--- src/rtl/norm_lut_stage.sv ---
// norm_lut_stage: streaming magnitude * LUT-scale normalizer.
// It drives the LUT ROM address and enable from the incoming sample. It
// holds the operand in S1 while the registered ROM read completes, then
// registers the signed, saturated, scaled result in OUT.
module norm_lut_stage #(
    parameter int DATA_WIDTH = 16,
    parameter int ADDR_WIDTH = 6,
    parameter int LUT_WIDTH  = 16,
    parameter int FRAC_BITS  = 14
) (
    input  logic                  clk,
    input  logic                  reset,
    input  logic [DATA_WIDTH-1:0] in_data,
    input  logic                  in_valid,
    output logic                  in_ready,
    output logic [ADDR_WIDTH-1:0] lut_addr,
    output logic                  lut_enable,
    input  logic [LUT_WIDTH-1:0]  lut_data,
    output logic [DATA_WIDTH-1:0] out_data,
    output logic                  out_valid,
    input  logic                  out_ready,
    output logic                  busy
);

    localparam int PW = DATA_WIDTH + LUT_WIDTH;
    localparam logic [DATA_WIDTH-1:0] SMAX = {1'b0, {(DATA_WIDTH-1){1'b1}}};
    localparam logic [DATA_WIDTH-1:0] SMIN = {1'b1, {(DATA_WIDTH-1){1'b0}}};

    logic                  s1_valid;
    logic                  s1_sign;
    logic [DATA_WIDTH-1:0] s1_abs;
    logic [DATA_WIDTH-1:0] in_abs;
    logic                  accept;
    logic                  s1_advance;
    logic [PW-1:0]         prod;
    logic [PW-1:0]         mag;
    logic [DATA_WIDTH-1:0] mag_sat;
    logic [DATA_WIDTH-1:0] res;

    // Input magnitude; the most negative input has no positive twin, so clamp it.
    always_comb begin
        in_abs = in_data;
        if (in_data[DATA_WIDTH-1]) begin
            if (in_data == SMIN) in_abs = SMAX;
            else                 in_abs = -in_data;
        end
    end

    // Handshake: S1 frees up either when empty or when it moves into OUT this cycle.
    // in_ready is held low during reset so nothing is read from the ROM then.
    assign s1_advance = s1_valid && (!out_valid || out_ready);
    assign in_ready   = !reset && (!s1_valid || s1_advance);
    assign accept     = in_valid && in_ready;
    assign lut_enable = accept;
    assign lut_addr   = in_abs[DATA_WIDTH-2 -: ADDR_WIDTH];
    assign busy       = s1_valid | out_valid;

    // Scale: unsigned product, drop fraction bits, clamp to the positive max, reapply sign.
    always_comb begin
        prod    = PW'(s1_abs) * PW'(lut_data);
        mag     = prod >> FRAC_BITS;
        mag_sat = (mag > PW'(SMAX)) ? SMAX : mag[DATA_WIDTH-1:0];
        res     = (s1_sign && (mag_sat != '0)) ? -mag_sat : mag_sat;
    end

    // S1: operand held while the ROM read is in flight; reloads on accept.
    always_ff @(posedge clk or posedge reset) begin
        if (reset) begin
            s1_valid <= 1'b0;
            s1_abs   <= '0;
            s1_sign  <= 1'b0;
        end else if (accept) begin
            s1_valid <= 1'b1;
            s1_abs   <= in_abs;
            s1_sign  <= in_data[DATA_WIDTH-1];
        end else if (s1_advance) begin
            s1_valid <= 1'b0;
        end
    end

    // OUT: result register; held while the consumer stalls.
    always_ff @(posedge clk or posedge reset) begin
        if (reset) begin
            out_valid <= 1'b0;
            out_data  <= '0;
        end else if (s1_advance) begin
            out_valid <= 1'b1;
            out_data  <= res;
        end else if (out_ready) begin
            out_valid <= 1'b0;
        end
    end

endmodule

--- config.mk ---
export PLATFORM = sky130hd
export DESIGN_NAME = norm_lut_stage
export DESIGN_NICKNAME = d
export VERILOG_FILES = /design/src/rtl/norm_lut_stage.sv
export SDC_FILE = /design/constraint.sdc
export NUM_CORES = 1
export LEC_CHECK = 0
export CORE_MARGIN = 2
export CORE_UTILIZATION = 40
export CTS_CLUSTER_SIZE = 28
export DETAILED_ROUTE_END_ITERATION = 8
export GPL_TIMING_DRIVEN = 0
export MAX_ROUTING_LAYER = met4
export SYNTH_ARGS = -nofsm -noshare
export SYNTH_HDL_FRONTEND = slang
export SYNTH_SLANG_ARGS = --single-unit
--- constraint.sdc ---
create_clock -name clk -period 7.12 [get_ports clk]
set_clock_uncertainty 0.05 [all_clocks]
set_input_delay 1.424 -clock clk [delete_from_list [all_inputs] [get_ports clk]]
set_output_delay 1.424 -clock clk [all_outputs]
set_load 0.005 [all_outputs]
# [Word-level counts from Yosys, hierarchy flattened]
# Cells that the tools add are included.
[totals] output_inout_bits=26 reg_bits=35 in_bits=36
[op_classes] n_mux=8 n_eq_ne=1 n_bitwise=1 n_addsub=2 n_reduce_logical=12 mul=1 n_lt_le_gt_ge=1
[ops] operator="16-bit 2-to-1 mux" count=4
[ops] operator="16-bit by 16-bit multiplier with 32-bit output" count=1
[ops] operator="16-bit negator" count=2
[ops] operator="18-bit by 15-bit greater-than comparator with 1-bit output (second input constant)" count=1
[ops] operator="16-bit equality test (second input constant)" count=1
[ops] operator="16-bit nonzero test" count=1
[ops] operator="1-bit logical AND" count=4
[ops] operator="1-bit 2-to-1 mux" count=4
[ops] operator="2-bit nonzero test" count=2
[ops] operator="1-bit logical NOT" count=3
[ops] operator="1-bit logical OR" count=2
[ops] operator="1-bit OR" count=1

# [Depth between registers and ports, before layout]
[logic_depth] depth_word=7 ltp_mapped=31 depth_no_buf=28

# [Worst setup path after synthesis]
# OpenSTA, ideal clock, no wires.
[synth_timing] path_type="in2reg" startpoint="in lut_data[12]" endpoint="reg out_data[5]" setup_time_ns=0.095 n_path_buf=3 arrival_ns=8.756 cell_stages=28 setup_slack_ns=-1.782 required_time_ns=6.975 path_cell_list="clkbuf_1 -> nand2_1 -> fa_1 -> inv_1 -> fa_1 -> fa_1 -> fa_1 -> fa_1 -> inv_1 -> fa_1 -> inv_1 -> ha_1 -> buf_2 -> a21oi_1 -> o21ai_1 -> a221oi_1 -> nand3_1 -> a31oi_1 -> xnor2_1 -> or3_1 -> clkbuf_1 -> nor2_1 -> ha_1 -> nand4b_1 -> or4b_4 -> or3_4 -> a41o_1 -> o31ai_1"
[synth_via] elab_chain_cells=6
[synth_lines] element="start: declaration" line_no="18" source="input logic [LUT_WIDTH-1:0] lut_data,"
[synth_lines] element="16-bit by 16-bit multiplier with 32-bit output (*)" line_no="60" source="prod = PW'(s1_abs) * PW'(lut_data);"
[synth_lines] element="18-bit by 15-bit greater-than comparator with 1-bit output" line_no="62" source="mag_sat = (mag > PW'(SMAX)) ? SMAX : mag[DATA_WIDTH-1:0];"
[synth_lines] element="16-bit 2-to-1 mux (*)" line_no="62"
[synth_lines] element="branches (longest 2 deep; another with 16-bit negator)"
[synth_lines] element="16-bit 2-to-1 mux (*)" line_no="63" source="res = (s1_sign && (mag_sat != '0)) ? -mag_sat : mag_sat;"
[synth_lines] element="end signal: assignment" line_no="88" source="out_data <= res;"
[synth_lines] element="end: declaration" line_no="19" source="output logic [DATA_WIDTH-1:0] out_data,"
# Mark *: on every way between the ends.
# A chain may end at the register's enable or synchronous reset.

# [Worst setup path in the final report]
[layout_timing] startpoint="in lut_data[4]" endpoint="reg out_data[5]"
# Same word-level chain as after synthesis.

==> out/results.tsv <==
metric	value	unit
status	finished with violations	
failing checks	negative setup slack	
Initial Utilization	0.407	
total iterations of the first detailed-routing run	5	
Max Cap Viol	0	
Final Cycle Share	1.21	
Tmin final	8.65	ns
Vias/cell	5.32	
worst-margin pin slew	1.33	ns
synth top area cells	fa_1, ha_1, dfrtp_1	
syn nets	1619	
worst path arrival time	8.80	ns
Worst Hold Class	flop to flop	
largest net degree at the start of global routing	36	
most frequent CP cell	fa_1	
Critical Path RT	7.27	ns
post-placement cell count	1688	
DR vias	9501	
Routed Antenna Nets	0	
CTS Hold Buffers Added	0	
Main synth FF type	dfrtp_1	
WL/cell	19.3	um
fin cells	1786	
Core ar.	27000	um^2
Yosys warnings	0	
GPL Wtd Cong	0.939	
clock latency on the worst-skew pair	0.29	ns
clk buf depth	2	
Num Clock Sinks	35	
EDFF count, synth	0	
Ports	62	
TritonCTS clock tree	built	
gr usage total	0.253	
vias in the first global route	9872	
initial antenna violation count	0	
final setup margin	-1.53	ns
Peak Freq	0.116	GHz
H-Tree Depth	2	
CP endpoint kind	flop	
global-route wire length before repair	54500	um
chip height	170	um
RSZ-0062 raised after global routing	yes	
post-synthesis instance total	1287	
Avg Inst Size Synth	8.53	um^2
slew margin rel.	0.108	
Row Count	60	
CTS buffer count	5	
Root Driver	clkbuf_16	
die width	170	um
Synth Register Bits	35	
Crit Path Category	primary input to flop	
post-synth cell types	71	
Cell Area, Synth	11000	um^2
GR Overflow Total	0	
dpl hpwl	26900	um
DRC	0	
hold slack	0.430	ns
Async SR Flop Fraction	1.00	
Synth area leader	fa_1	
Seq/Total Area, Yosys	0.0798	
ratio of cells with drive above 1 in the final layout	0.215	
pins over their slew limit	0	
Startpoint Class	primary input	
number of antenna diodes	0	
die area	28800	um^2
final wirelength	34400	um
final hold vios	0	
pre-CTS setup slack	-3.08	ns
CP max FO	7	
Final #Nets	1776	
area grow syn2layout	27.8	%
Max stage delay on crit path	0.55	ns
Clock transition at path regs	0.06	ns
share of the synthesized area in the top cell type	0.352	
TNS Setup	-18.39	ns
Worst path slowest cell	fa_1	
I/O Buffers	60	
First DRT Iteration DRCs	634	
Final Setup Violations	16	
[Yosys cell counts, drive strengths merged, types with 5 or more instances]
cell / n
inv: 228
nand2: 208
fa: 193
and2: 125
ha: 103
nor2: 48
o21ai: 47
clkbuf: 46
a21oi: 40
dfrtp: 35
xnor2: 17
a21o: 15
nand4: 13
buf: 11
nand2b: 11
o31ai: 10
nor3: 9
mux2i: 8
mux2: 7
o211ai: 7
xor2: 7
a211oi: 6
a31oi: 6
o41ai: 6
or3: 6
or4: 6
and3: 5
nand3: 5
[cells in the final DEF (no fill, tap or decap), drive strengths merged, types with 9 or more instances in the layout]
master         synthesis  final
clkdlybuf4s50          0     45
dfrtp                 35     35
fa                   193    193
inv                  228    228
nor3                   9      9
clkbuf                46     47
nand2b                11     11
a21o                  15     15
buf                   11    121
o31ai                 10     10
nor2                  48     48
xnor2                 17     17
nand2                208    208
and2                 125    125
nand4                 13     13
a21oi                 40     40
o21ai                 47     47
ha                   103    103
[critical path: cells and delay by family]
| kind | cells | cell delay [ns] |
|---|---|---|
| AND/OR/NAND/NOR | 10 | 2.50 |
| adder cells (fa/ha/maj) | 8 | 3.56 |
| XOR/XNOR | 1 | 0.17 |
| AO/OA/AOI/OAI | 3 | 0.53 |
| buffers and inverters | 7 | 0.60 |
[layer usage]
layer	vias to the layer above	part of all wire	track usage
li1	4382	-	-
met4	0	0.026	0.0632
met3	56	0.054	0.0331
met5	-	0	-
met1	4750	0.44	0.333
met2	313	0.48	0.415
[final timing paths]
check,startpoint,end,slack [ns],cells after the start
max in group asynchronous,reset,s1_abs[0]$_DFFE_PP0P_,4.99,2
min in group asynchronous,reset,out_valid$_DFFE_PP0P_,1.55,2
worst max register to register,s1_abs[5]$_DFFE_PP0P_,out_data[5]$_DFFE_PP0P_,-1.45,26
worst min-delay path,out_data[14]$_DFFE_PP0P_,out_data[14]$_DFFE_PP0P_,0.43,2
worst max-delay path,lut_data[4],out_data[5]$_DFFE_PP0P_,-1.53,29
worst min register to register,out_data[14]$_DFFE_PP0P_,out_data[14]$_DFFE_PP0P_,0.43,2
[kinds of logic (layout without fill, tap and decap cells)]
group,Yosys count,after routing,synth area share
AOI/OAI and AO/OA,170,170,0.105
xor gates and xnor gates,24,24,0.0198
and+or+nand+nor,460,460,0.209
DFF,35,35,0.0798
muxes,15,15,0.0145
adders and majority gates,296,296,0.469
buffers and inverters,287,445,0.102
[sequential cells by signal, indices dropped and copies added (netlist names)]
signal,cells
out_data,16
out_valid,1
s1_sign,1
s1_valid,1
s1_abs,16
[what timing repair did]
action,4_1_cts,5_1_grt
cloned,1,0
setup buffers,62,34
setup endpoints to repair,16,16
pin swaps,88,71
gates resized for setup,220,81
[stage by stage]
stage,instance area (um^2),util
3_3_place_gp,12300,0.456
3_5_place_dp,12300,0.456
2_1_floorplan,11300,-
6_report,14000,0.520
5_1_grt,14000,0.520
4_1_cts,13500,0.501
[final cells by class]
class	count	area, um^2
fill	2479	12900
multi-input combinational	965	9770
timing repair buffer	154	1430
sequential	35	876
inverter	230	863
buffer	53	488
tap	341	427
clock buffer	6	139
clock inverter	2	35.0
Power is left out: the tool's default activity adds up to more than one toggle a clock period on the data nets, which glitch-free logic cannot reach.
